### src/rtl/wb_pkg.sv
// Shared definitions for the write-back port arbiter: FSM encoding, write-source
// codes and the register-address width.
package wb_pkg;

    localparam int unsigned RegAddrW = 5;

    // Source codes reported on rf_src
    localparam logic SRC_PIPE = 1'b0;
    localparam logic SRC_MC   = 1'b1;

    typedef enum logic {
        StNormal = 1'b0,
        StStarve = 1'b1
    } wb_state_e;

endpackage

### src/rtl/wb_pend_fifo.sv
// Two-entry buffer of {rd, data} beats from the multi-cycle unit. The head is
// read combinationally; push and pop may coincide, including when full.
module wb_pend_fifo
    import wb_pkg::*;
#(
    parameter int unsigned width = 32
) (
    input  logic                clk_i,
    input  logic                rst_i,
    input  logic                push_i,
    input  logic [RegAddrW-1:0] push_rd_i,
    input  logic [width-1:0]    push_data_i,
    input  logic                pop_i,
    output logic [RegAddrW-1:0] head_rd_o,
    output logic [width-1:0]    head_data_o,
    output logic                full_o,
    output logic                empty_o,
    output logic [1:0]          count_o
);

    logic                          wr_ptr_q, wr_ptr_d;
    logic                          rd_ptr_q, rd_ptr_d;
    logic [1:0]                    count_q, count_d;
    logic [1:0][RegAddrW-1:0]      mem_rd_q, mem_rd_d;
    logic [1:0][width-1:0]         mem_data_q, mem_data_d;
    logic                          push_ok, pop_ok;

    assign full_o      = (count_q == 2'd2);
    assign empty_o     = (count_q == 2'd0);
    assign count_o     = count_q;
    assign head_rd_o   = mem_rd_q[rd_ptr_q];
    assign head_data_o = mem_data_q[rd_ptr_q];

    // Pointer, count and storage next-state; a push into a full buffer is
    // only legal when the head leaves in the same cycle.
    always_comb begin
        push_ok    = push_i & (~full_o | pop_i);
        pop_ok     = pop_i & ~empty_o;
        wr_ptr_d   = wr_ptr_q;
        rd_ptr_d   = rd_ptr_q;
        mem_rd_d   = mem_rd_q;
        mem_data_d = mem_data_q;
        if (push_ok) begin
            mem_rd_d[wr_ptr_q]   = push_rd_i;
            mem_data_d[wr_ptr_q] = push_data_i;
            wr_ptr_d             = ~wr_ptr_q;
        end
        if (pop_ok) begin
            rd_ptr_d = ~rd_ptr_q;
        end
        count_d = count_q + {1'b0, push_ok} - {1'b0, pop_ok};
    end

    // State register with synchronous reset
    always_ff @(posedge clk_i) begin
        if (rst_i) begin
            wr_ptr_q   <= 1'b0;
            rd_ptr_q   <= 1'b0;
            count_q    <= 2'd0;
            mem_rd_q   <= '0;
            mem_data_q <= '0;
        end else begin
            wr_ptr_q   <= wr_ptr_d;
            rd_ptr_q   <= rd_ptr_d;
            count_q    <= count_d;
            mem_rd_q   <= mem_rd_d;
            mem_data_q <= mem_data_d;
        end
    end

endmodule

### src/rtl/wb_port_arbiter.sv
// Arbitrates the single register-file write port between the pipeline
// write-back stage (always wins) and a buffered multi-cycle unit. A starvation
// FSM requests a pipeline stall when the buffered results keep losing.
module wb_port_arbiter
    import wb_pkg::*;
#(
    parameter int unsigned width        = 32,
    parameter int unsigned STARVE_LIMIT = 4
) (
    input  logic                clk,
    input  logic                rst,
    input  logic                wb_valid,
    input  logic                wb_regwrite,
    input  logic [RegAddrW-1:0] wb_rd,
    input  logic [width-1:0]    wb_data,
    input  logic                mc_valid,
    output logic                mc_ready,
    input  logic [RegAddrW-1:0] mc_rd,
    input  logic [width-1:0]    mc_data,
    output logic                rf_we,
    output logic [RegAddrW-1:0] rf_rd,
    output logic [width-1:0]    rf_wd,
    output logic                rf_src,
    output logic                stall_req,
    output logic [1:0]          pend_cnt
);

    // Limits above the 3-bit counter range are clamped to its saturation value
    localparam logic [2:0] StarveLim = (STARVE_LIMIT > 7) ? 3'd7 : 3'(STARVE_LIMIT);

    logic                pipe_req, grant_mc, mc_push;
    logic                fifo_full, fifo_empty;
    logic [RegAddrW-1:0] head_rd;
    logic [width-1:0]    head_data;

    logic                rf_we_q, rf_we_d;
    logic [RegAddrW-1:0] rf_rd_q, rf_rd_d;
    logic [width-1:0]    rf_wd_q, rf_wd_d;
    logic                rf_src_q, rf_src_d;
    wb_state_e           state_q, state_d;
    logic [2:0]          cnt_q, cnt_d;

    assign pipe_req = wb_valid & wb_regwrite;
    // No empty bypass: the buffer head is only granted once it is stored
    assign grant_mc = ~pipe_req & ~fifo_empty;
    assign mc_ready = ~fifo_full;
    assign mc_push  = mc_valid & mc_ready;

    wb_pend_fifo #(
        .width (width)
    ) u_pend_fifo (
        .clk_i       (clk),
        .rst_i       (rst),
        .push_i      (mc_push),
        .push_rd_i   (mc_rd),
        .push_data_i (mc_data),
        .pop_i       (grant_mc),
        .head_rd_o   (head_rd),
        .head_data_o (head_data),
        .full_o      (fifo_full),
        .empty_o     (fifo_empty),
        .count_o     (pend_cnt)
    );

    // Write-port selection; address, data and source hold when nothing is granted
    always_comb begin
        rf_we_d  = 1'b0;
        rf_rd_d  = rf_rd_q;
        rf_wd_d  = rf_wd_q;
        rf_src_d = rf_src_q;
        if (pipe_req) begin
            rf_we_d  = |wb_rd;
            rf_rd_d  = wb_rd;
            rf_wd_d  = wb_data;
            rf_src_d = SRC_PIPE;
        end else if (grant_mc) begin
            rf_we_d  = |head_rd;
            rf_rd_d  = head_rd;
            rf_wd_d  = head_data;
            rf_src_d = SRC_MC;
        end
    end

    // Starvation FSM: count consecutive losses of a waiting head to the pipeline
    always_comb begin
        state_d = state_q;
        cnt_d   = cnt_q;
        case (state_q)
            StNormal: begin
                if (fifo_empty || grant_mc) begin
                    cnt_d = 3'd0;
                end else begin
                    if (cnt_q != 3'd7) cnt_d = cnt_q + 3'd1;
                    if (cnt_d >= StarveLim) state_d = StStarve;
                end
            end
            StStarve: begin
                if (grant_mc) begin
                    state_d = StNormal;
                    cnt_d   = 3'd0;
                end
            end
            default: begin
                state_d = StNormal;
                cnt_d   = 3'd0;
            end
        endcase
    end

    // State and output registers with synchronous reset
    always_ff @(posedge clk) begin
        if (rst) begin
            rf_we_q  <= 1'b0;
            rf_rd_q  <= '0;
            rf_wd_q  <= '0;
            rf_src_q <= SRC_PIPE;
            state_q  <= StNormal;
            cnt_q    <= 3'd0;
        end else begin
            rf_we_q  <= rf_we_d;
            rf_rd_q  <= rf_rd_d;
            rf_wd_q  <= rf_wd_d;
            rf_src_q <= rf_src_d;
            state_q  <= state_d;
            cnt_q    <= cnt_d;
        end
    end

    assign rf_we     = rf_we_q;
    assign rf_rd     = rf_rd_q;
    assign rf_wd     = rf_wd_q;
    assign rf_src    = rf_src_q;
    assign stall_req = (state_q == StStarve);

endmodule

### config.mk
export PLATFORM = sky130hd
export DESIGN_NAME = wb_port_arbiter
export DESIGN_NICKNAME = d
export VERILOG_FILES = /design/src/rtl/wb_pkg.sv /design/src/rtl/wb_pend_fifo.sv /design/src/rtl/wb_port_arbiter.sv
export SDC_FILE = /design/constraint.sdc
export NUM_CORES = 1
export LEC_CHECK = 0
export CAP_MARGIN = 25
export CORE_UTILIZATION = 41
export CTS_CLUSTER_SIZE = 40
export DETAILED_ROUTE_END_ITERATION = 16
export HOLD_SLACK_MARGIN = 0.1
export PLACE_DENSITY_LB_ADDON = 0.08
export SYNTH_ARGS = -nofsm -noshare
export SYNTH_HDL_FRONTEND = slang
export SYNTH_HIERARCHICAL = 1
export SYNTH_SLANG_ARGS = --single-unit
### constraint.sdc
create_clock -name clk -period 3.4 [get_ports clk]
set_clock_uncertainty 0.2 [all_clocks]
set_input_delay 0.51 -clock clk [delete_from_list [all_inputs] [get_ports clk]]
set_output_delay 0.51 -clock clk [all_outputs]
set_load 0.1 [all_outputs]
* Word-level counts from Yosys, hierarchy flattened *
Cells that the tools add are included.

storage, ports and cells
  logic and storage cells = 68
  bits in registers = 121
  output and inout port bits = 43
  input port bits = 79

operators by class
  equality and inequality tests = 3
  add/sub/neg operators = 3
  muxes and demuxes = 26
  reductions and logical operators = 7
  $lt $le $gt $ge = 4
  bitwise gates (word level) = 12

operators with widths
  kind                   count
  $mux W32               5
  $bwmux W64             1
  $demux W32 S1          1
  $mux W5                5
  $mux W3                5
  $bwmux W10             1
  $reduce_or A5 Y1       2
  $not A1 Y1             6
  $pmux W3 S2            1
  $and A1 B1 Y1          5
  $demux W5 S1           1
  $mux W1                5
  $lt A1 B2 Y1 const B   2
  $add A3 B1 Y3 const B  1
  $ge A3 B3 Y1 const B   1
  $ne A3 B3 Y1 const B   1
  $add A2 B1 Y2          1
  $eq A2 B2 Y1 const B   1
  $logic_not A2 Y1       1
  $ne A2 B2 Y1 const B   1
  $pmux W1 S2            1
  $reduce_bool A2 Y1     1
  $reduce_or A2 Y1       1
  $sub A2 B1 Y2          1
  other kinds (4)        4

* Longest topological paths before layout *
  depth in word-level cells = 10
  depth in mapped cells = 12

* By module *
Netlist, hierarchy kept.

modules (own cells, without submodules)
  module           times used  cells each  area each (µm²)
  wb_pend_fifo     1           392         3,713.6
  wb_port_arbiter  1           204         2,023.2

* Least setup slack after synthesis *
Ideal clock, no wire load.

  kind = flip-flop to flip-flop
  from = reg u_pend_fifo.count_q[0], in the netlist u_pend_fifo/count_o[0]
  to = reg u_pend_fifo.count_q[1], in the netlist u_pend_fifo/count_o[1]
  required time = 3.122 ns
  setup slack = 0.356 ns
  stages on the path, launching flop included = 13
  data arrival time = 2.766 ns
  cells stage by stage = dfxtp_1 nor2_1 buf_6 buf_6 nor2_1 or3b_4 nand2_1 ha_1 inv_1 ha_1 xor2_1 and2_1 nor3_1

between the ends
  word-level cells in the longest chain between the ends = 7
  elaborated cells on any way between the ends = 11
  those cells by class = add/sub: 2; eq/ne: 1; bitwise: 7; reduce/logical: 1

ends and longest elaborated chain
  element                 RTL line               RTL
  start, declared         wb_pend_fifo.sv:23     logic [1:0] count_q, count_d;
  start signal, assigned  wb_pend_fifo.sv:65     count_q <= count_d;
  $logic_not A2 Y1 (*)    wb_pend_fifo.sv:29     assign empty_o = (count_q == 2'd0);
  named net fifo_empty    wb_port_arbiter.sv:32  logic fifo_full, fifo_empty;
  $not A1 Y1 (*)          wb_port_arbiter.sv:45  assign grant_mc = ~pipe_req & ~fifo_empty;
  $and A1 B1 Y1 (*)       wb_port_arbiter.sv:45
  named net grant_mc      wb_port_arbiter.sv:31  logic pipe_req, grant_mc, mc_push;
  $or A1 B1 Y1            wb_pend_fifo.sv:37     push_ok = push_i & (~full_o | pop_i);
  $and A1 B1 Y1           wb_pend_fifo.sv:37
  $add A2 B1 Y2           wb_pend_fifo.sv:51     count_d = count_q + {1'b0, push_ok} - {1'b0, pop_ok};
  $sub A2 B1 Y2 (*)       wb_pend_fifo.sv:51

Mark *: on every way through the listed nets, which the timed path passes. The rest lies on a longest branch.
A chain may end at the register's enable or synchronous reset.

* Final worst setup path *
  from = reg rf_wd_q[7], in the netlist rf_wd[7]
  to = out rf_wd[7]

RTL lines
  element                 RTL line                RTL
  start, declared         wb_port_arbiter.sv:38   logic [width-1:0] rf_wd_q, rf_wd_d;
  start signal, assigned  wb_port_arbiter.sv:122  rf_wd_q <= rf_wd_d;
  end, declared           wb_port_arbiter.sv:22   output logic [width-1:0] rf_wd,

No word-level cell between the ends.

==> results.json <==
{
  "outcome": "finished clean",
  "max_stage_delay_ns": 1.15,
  "worstHoldEndpoint": "u_pend_fifo/mem_data_q[50]$_SDFFE_PP0P_",
  "cts_root_buf": "clkbuf_16",
  "drive_gt1_share_pct": 15.4,
  "grt_pass1_wl_um": 21900,
  "peakVddDrop_uv": 455,
  "portBuffers": 121,
  "fin_area_um2": 7460,
  "regArea_um2": 2420,
  "tns_ns": 0,
  "htreeDepth": 4,
  "min_from": "u_pend_fifo/mem_data_q[50]$_SDFFE_PP0P_",
  "crit_arrival_ns": 1.90,
  "floorplan.die.width_um": 120,
  "r2r-start": "u_pend_fifo/count_o[0]$_SDFF_PP0_",
  "rr_worst_depth": 4,
  "internal_power_w": 0.00343,
  "slew_headroom_pct": 34.1,
  "p_sw_share_pct": 38.5,
  "drt_iter0_markers": 275,
  "finalSetupViolCount": 0,
  "first_global_vias": 4518,
  "cts_buffers": 17,
  "powerDensity_nw_per_um2": 747,
  "clkPwrFrac_pct": 27.8,
  "place_inst": 855,
  "path_buf_inv": 1,
  "ys_async_sr_fraction_pct": 0,
  "synth_seq_cells": 121,
  "r2r-end": "u_pend_fifo/mem_data_q[36]$_SDFFE_PP0P_",
  "fmax_mhz": 383,
  "ant_nets": 0,
  "cp.required_ns": 2.69,
  "clk_latency_ns": 0.41,
  "cap_violations": 0,
  "fillerInstances": 1259,
  "crit_path_top_delay_cell": "clkdlybuf4s50_1",
  "synth-main-ff-cell": "dfxtp_1",
  "tritoncts": "done",
  "p_leak_nw": 3.04,
  "antenna_found_initial": 0,
  "synth_edf_count": 0,
  "dieArea_um2": 14500,
  "dr.pass1.iters": 5,
  "instances_no_fill": 884,
  "ios": 122,
  "final.min_clock_period_ns": 2.61,
  "clk_path_buf_depth": 2,
  "grt_max_degree": 81,
  "whs_path_depth": 2,
  "vias": 4484,
  "syn_inst": 596,
  "finalWirelength_um": 13400,
  "cp_max_fo": 2,
  "cp_top_family": "buffers and inverters",
  "hp-class": "flop to flop",
  "crit_chain": "clkdlybuf4s50_1",
  "power_frac_seq_pct": 32.7,
  "syn_area_um2": 5740,
  "endpoint_kind": "output pin",
  "post_drt_wl_per_cell_um": 15.1,
  "p_total_w": 0.00558,
  "postCtsSetupRepairBufs": 0,
  "yosysWarningCount": 6,
  "rows": 42,
  "place_area_um2": 6960,
  "path_clk_slew_ns": 0.05,
  "synth_cell_type_count": 42,
  "initial_core_util_pct": 42.6,
  "ys_seq_area_share_pct": 42.2,
  "p_switching_w": 0.00214,
  "rsz0062_at_grt": "no",
  "antenna_cells": 0,
  "dieHeight_um": 120,
  "crit_type": "flop to output pin",
  "final_common_cell": "dfxtp_1",
  "start_kind": "flop",
  "slew_violations": 0,
  "rrSetupSlack_ns": 0.97,
  "vias_per_cell": 5.07,
  "grt.total_usage_pct": 19.3,
  "hold_viol_final": 0,
  "syn_area_per_cell_um2": 9.63,
  "area_growth_pct": 30.1,
  "drc": 0,
  "multi_input_area_um2": 3040,
  "tightest_slew_ns": 0.985,
  "gp_congestion": 0.712,
  "hold_ws_ns": 0.271,
  "final_cell_mix": "dfxtp_1, clkdlybuf4s50_1, o21ai_0, nand2b_1, mux2i_1",
  "dp_hpwl_um": 8670,
  "cts_resized": 0,
  "layout.nets": 780,
  "syn_nets": 678,
  "grt_overflow": 0,
  "core_area_um2": 13500,
  "combinationalPowerShare_pct": 39.5,
  "cts_sinks": 121,
  "period_share_pct": 76.8,
  "cts_hold_buffers": 0
}
==> kinds of logic after synthesis <==
logic type,synth area share [%]
simple gates,18.4
xor+xnor,0.305
compound gates,13.2
flops,42.2
fa+ha+maj,0.654
mux,20.2
buf+inv,5.13
==> cell type report <==
| type | count | share of cell area (%) |
|---|---|---|
| clock buffer | 25 | 6.50 |
| inverter | 3 | 0.151 |
| clock inverter | 4 | 0.268 |
| sequential | 121 | 32.5 |
| tap | 176 | 2.95 |
| timing repair buffer | 133 | 17.0 |
| multi-input combinational | 422 | 40.7 |
==> synthesized netlist by cell type (2+ instances only) <==
cell type / instances / area, um2
o211ai_1: 2 / 15.0
and2_1: 2 / 12.5
ha_1: 3 / 37.5
or4_4: 2 / 22.5
clkbuf_1: 27 / 101
nand2_1: 3 / 11.3
nor3_1: 3 / 15.0
a211oi_2: 2 / 25.0
o21ai_0: 76 / 380
mux2_2: 37 / 417
buf_2: 10 / 50.1
buf_4: 3 / 22.5
dfxtp_1: 121 / 2420
a21oi_1: 4 / 20.0
nor2b_1: 41 / 257
nor3_2: 2 / 20.0
buf_6: 5 / 56.3
buf_1: 2 / 7.51
a211oi_1: 35 / 263
nand2b_1: 76 / 475
mux2i_1: 74 / 741
buf_8: 3 / 45.0
nor2_1: 42 / 158
inv_1: 3 / 11.3
==> sequential cells by signal, summed over array words and instances (netlist names) <==
signal and cells:
rf_wd 32, cnt_q 3, u_pend_fifo/rd_ptr_q 1, u_pend_fifo/mem_data_q 64, u_pend_fifo/wr_ptr_q 1, u_pend_fifo/count_o 2
stall_req 1, rf_rd 5, rf_src 1, rf_we 1, u_pend_fifo/mem_rd_q 10
==> how the worst max path moves through the flow <==
stage	from	end	cells past startpoint
after detailed placement	wb_valid	u_pend_fifo/mem_data_q[36]$_SDFFE_PP0P_	6
after global placement	wb_valid	u_pend_fifo/mem_data_q[41]$_SDFFE_PP0P_	6
after CTS	rf_wd[7]$_SDFFE_PP0P_	rf_wd[7]	1
after global routing	wb_valid	u_pend_fifo/mem_rd_q[9]$_SDFFE_PP0P_	6
final	rf_wd[7]$_SDFFE_PP0P_	rf_wd[7]	1
after floorplan	u_pend_fifo/count_o[0]$_SDFF_PP0_	u_pend_fifo/count_o[1]$_SDFF_PP0_	12
==> through the flow <==
stage | worst slack (ns) | util, %
global route | 0.699 | 55.5
finish | 0.790 | 55.5
floorplan | 0.356 | -
detailed placement | 0.416 | 51.7
global placement | 0.487 | 51.7
CTS | 0.770 | 55.5
==> power groups by stage <==
stage | combinational (W) | sequential, W | clock (W)
finish | 0.00220 | 0.00182 | 0.00155
global route | 0.00233 | 0.00186 | 0.00166
CTS | 0.00222 | 0.00182 | 0.00159
detailed placement | 0.00222 | 0.00185 | 0
global placement | 0.00221 | 0.00184 | 0
floorplan | 0.00117 | 0.00241 | 0
==> metal layers <==
metal / track usage, % / routed length, um
met1: 24.0 / 6360
met4: 7.02 / 177
met2: 31.3 / 6190
met5: 0 / 0
met3: 5.85 / 649
No activity file was read; power rests on OpenSTA's default activity.
